<file path="src/rtl/lopd_pkg.sv">
// Shared constants and types for the 24-bit leading-one position detector.
// Latency: n/a (declarations only).
// Backpressure: n/a.
package lopd_pkg;

  localparam int SIZE_DATA_DEF = 24;
  localparam int SIZE_LOPD_DEF = 5;
  localparam int NIBBLE_CNT    = 6;

  typedef logic [4:0] lopd_pos_t;

  // Zero count contributed by all nibbles above nibble k (nibble 5 is the MSB nibble).
  function automatic lopd_pos_t nibble_base(input int k);
    return lopd_pos_t'(4 * (NIBBLE_CNT - 1 - k));
  endfunction

endpackage

</file>
<file path="src/rtl/lopd_4bit.sv">
// Leading-zero count of one nibble (bit 3 = MSB) plus an all-zero flag.
// Latency: purely combinational.
// Backpressure: none; evaluates every input value.
module lopd_4bit (
  input  logic [3:0] i_nib,
  output logic [1:0] o_cnt,
  output logic       o_zero
);

  // Priority encode from bit 3 down; an all-zero nibble reports count 0 and relies on o_zero.
  always_comb begin
    o_cnt = 2'd0;
    if (i_nib[3])      o_cnt = 2'd0;
    else if (i_nib[2]) o_cnt = 2'd1;
    else if (i_nib[1]) o_cnt = 2'd2;
    else if (i_nib[0]) o_cnt = 2'd3;
    o_zero = (i_nib == 4'd0);
  end

endmodule

</file>
<file path="src/rtl/lopd_24bit.sv">
// Leading-one detector: zeros above the highest set bit of a 24-bit word, plus all-zero flag.
// Latency: 0 cycles by default; 1 cycle when LOPD_24BIT_REG_OUT_EN is defined.
// Backpressure: none; a new word may be applied every cycle.
module lopd_24bit
  import lopd_pkg::*;
#(
  parameter int SIZE_DATA = SIZE_DATA_DEF,
  parameter int SIZE_LOPD = SIZE_LOPD_DEF
) (
  input  logic                 i_clk,
  input  logic                 i_rst_n,
  input  logic [SIZE_DATA-1:0] i_data,
  output logic [SIZE_LOPD-1:0] o_one_position,
  output logic                 o_zero_flag
);

  // Nibble-level results; index 5 covers bits 23:20.
  logic [1:0]            w_nib_cnt  [NIBBLE_CNT];
  logic [NIBBLE_CNT-1:0] w_nib_zero;
  lopd_pos_t             w_pos;
  logic                  w_found;
  logic                  w_zero;

  for (genvar g = 0; g < NIBBLE_CNT; g++) begin : g_nib
    lopd_4bit u_nib (
      .i_nib  (i_data[4*g +: 4]),
      .o_cnt  (w_nib_cnt[g]),
      .o_zero (w_nib_zero[g])
    );
  end

  // Combine: the first non-zero nibble from the MSB side decides the position.
  // An all-zero word falls through with position 0 rather than 24.
  always_comb begin
    w_pos   = '0;
    w_found = 1'b0;
    for (int k = NIBBLE_CNT - 1; k >= 0; k--) begin
      if (!w_found && !w_nib_zero[k]) begin
        w_found = 1'b1;
        w_pos   = nibble_base(k) + lopd_pos_t'(w_nib_cnt[k]);
      end
    end
    w_zero = &w_nib_zero;
  end

`ifdef LOPD_24BIT_REG_OUT_EN
  logic [SIZE_LOPD-1:0] r_one_position;
  logic                 r_zero_flag;

  // Output register; reset wins over capture and reports the all-zero encoding.
  always_ff @(posedge i_clk) begin
    if (!i_rst_n) begin
      r_one_position <= '0;
      r_zero_flag    <= 1'b1;
    end else begin
      r_one_position <= w_pos;
      r_zero_flag    <= w_zero;
    end
  end

  assign o_one_position = r_one_position;
  assign o_zero_flag    = r_zero_flag;
`else
  // Clock and reset are kept on the port list so both builds share one footprint.
  logic w_unused;
  assign w_unused = &{1'b0, i_clk, i_rst_n};

  assign o_one_position = w_pos;
  assign o_zero_flag    = w_zero;
`endif

endmodule

</file>
<file path="config.mk">
export PLATFORM = sky130hd
export DESIGN_NAME = lopd_24bit
export DESIGN_NICKNAME = d
export VERILOG_FILES = /design/src/rtl/lopd_pkg.sv /design/src/rtl/lopd_4bit.sv /design/src/rtl/lopd_24bit.sv
export SDC_FILE = /design/constraint.sdc
export NUM_CORES = 1
export LEC_CHECK = 0
export CAP_MARGIN = 10
export CORE_AREA = 2 2 39 41
export DETAILED_ROUTE_END_ITERATION = 6
export DIE_AREA = 0 0 41 43
export PLACE_DENSITY = 0.68
export RECOVER_POWER = 50
export SLEW_MARGIN = 10
export SYNTH_ARGS = -nofsm -noshare
export SYNTH_HDL_FRONTEND = slang
export SYNTH_SLANG_ARGS = --single-unit
</file>
<file path="constraint.sdc">
create_clock -name vclk -period 1.75
set_clock_uncertainty 0.05 [all_clocks]
set_input_delay 0.2625 -clock vclk [all_inputs]
set_output_delay 0.2625 -clock vclk [all_outputs]
set_load 0.005 [all_outputs]
</file>
==> metrics.yaml <==
run_status: "finished, violations left"
violations: "setup timing"
numPlacedInstances: 121
yosys_warnings: 0
holdCritPathClass: "in2out"
grt_start_max_net_pins: 5
drtIter0Drc: 14
report.final.slew_viol_count: 0
fillCellCount: 132
setup_violations: 2
critPathLaunchType: "primary input"
tns_ns: -0.220
synth_cells: 53
drv_cap: 0
io_pins: 32
die_w_um: 41
crit_end: "o_one_position[1]"
power_leakage_uw: 0.000390
cp_top_family: "compound AO/OA/AOI/OAI gates"
layout_commonest_cell: "buf_4"
dieArea_um2: 1760
nClkBuffers: 0
num_rows: 14
drt-vias-per-instance: 5.01
syn-cell-area_um2: 353
ant_nets: 0
critPathSlowestCell: "nor4_1"
n_antenna_cell: 0
register_area_um2: 0
syn_nets: 79
rsz0062_at_grt: "true"
postCtsHoldBufs: 0
worst_pin_slew_ns: 0.363
numPortBuffers: 30
drc: 0
critPathKind: "in2out"
final_hold_viol_count: 0
fmax_mhz: 527
vdd.ir_drop.worst_uv: 84.4
multi_input_area_um2: 392
nFlopsAndLatches: 0
critPathArrivalTime_ns: 1.59
synth-seq-area-share_pct: 0
slew_headroom_pct: 75.5
drtPass1Iterations: 4
cp_cell_sequence: "clkdlybuf4s15_2 > nor4_1 > o311ai_2 > a311oi_2 > o22a_1 > buf_2"
grt_pass1_vias: 579
hpwlAfterDp_mm: 1.19
critPathMaxFanout: 3
layout_common_cells: "buf_4, buf_2, nor2_1"
period_needed_ns: 1.90
track_usage_pct: 17.2
gr-total-overflow: 0
instances_no_fill: 127
grt_pass1_wl_mm: 2.29
syn_area_per_cell_um2: 6.66
area_delta_synth_final_pct: 146
place.gp.congestion: 0.802
place_area_um2: 838
final.setup.worst_slack_ns: -0.149
drive_gt1_share_pct: 60.4
cp-startpoint: "i_data[11]"
die_height_um: 43
initial_core_util_pct: 25.5
critical_path_buf_inv_count: 2
worst_ep_required_time_ns: 1.44
yosysUniqueCellTypes: 24
antenna_found_initial: 0
wl_mm: 1.48
core_area_um2: 1380
final_util_pct: 62.7
cp.depth: 6
slowest_delay_ns: 0.39
cp-end-kind: "primary output"
power.density_nw_per_um2: 173
routedWlPerCell_um: 11.7
stdcell_area_um2: 867
fin_crit_sh_pct: 109
layout.nets: 139
vias: 636
-- Yosys cell counts --
cell / number / area, um2
or4_1: 1 / 7.51
a21oi_1: 5 / 25.0
nor4_2: 2 / 25.0
nor2_1: 12 / 45.0
and4b_1: 1 / 10.0
a311oi_1: 1 / 8.76
nor4_1: 1 / 6.26
nor4_4: 3 / 63.8
a21boi_0: 1 / 7.51
o311ai_0: 3 / 26.3
o21ai_0: 3 / 15.0
a31oi_1: 1 / 6.26
nor3_1: 1 / 5.00
a211o_1: 1 / 8.76
nand2_1: 4 / 15.0
o211ai_1: 1 / 7.51
a41oi_1: 1 / 8.76
o22a_1: 1 / 8.76
inv_1: 5 / 18.8
nor2b_1: 1 / 6.26
or2_4: 1 / 8.76
nor2_2: 1 / 6.26
nand4_1: 1 / 6.26
nand2b_1: 1 / 6.26
-- how the worst min path moves through the flow --
stage	cells after the start	from	slack [ns]	endpoint
after CTS	6	i_data[23]	0.97	o_one_position[0]
after global placement	4	i_data[0]	1.59	o_one_position[4]
after detailed placement	4	i_data[0]	1.57	o_one_position[4]
after global routing	4	i_data[3]	0.88	o_zero_flag
final	4	i_data[3]	0.86	o_zero_flag
after floorplan	3	i_data[18]	0.58	o_one_position[3]
-- power breakdown --
group | internal, uW | switching, uW
registers | 0 | 0
logic | 84.5 | 65.9
clock network | 0 | 0
total | 84.5 | 65.9
-- repair_timing --
action,4_1_cts,5_1_grt
pin swaps,19,20
gates cloned,0,0
resized for setup,94,23
setup endpoints to repair,6,5
setup buffers,7,0
-- kinds of logic (layout without fill, tap and decap cells) --
kind of cell	after synthesis	count (layout)	share of synthesized area, %
simple gates	30	30	59.9
compound gates	18	18	34.8
buf+inv	5	63	5.32
-- layout make-up --
type | count | share of cell area, %
Inverter | 5 | 2.16
Tap cell | 16 | 2.31
Timing Repair Buffer | 58 | 50.4
Multi-Input combinational cell | 48 | 45.2
-- metrics by stage --
stage	power, uW	setup slack (ns)	hold WS (ns)
finish	150	-0.149	0.865
global route	161	-0.193	0.879
CTS	147	-0.129	0.975
detailed placement	151	-0.896	1.57
global placement	149	-0.848	1.59
floorplan	29.2	0.185	0.582
-- routing by layer --
| layer | part of all wire [%] | global-route usage, % | vias up |
|---|---|---|---|
| li1 | - | - | 324 |
| met1 | 44 | 26.6 | 297 |
| met2 | 51 | 27.5 | 15 |
| met3 | 5.5 | 0 | 0 |
| met4 | 0 | 0 | 0 |
| met5 | 0 | 0 | - |
Power figures use the tool's default switching activity.
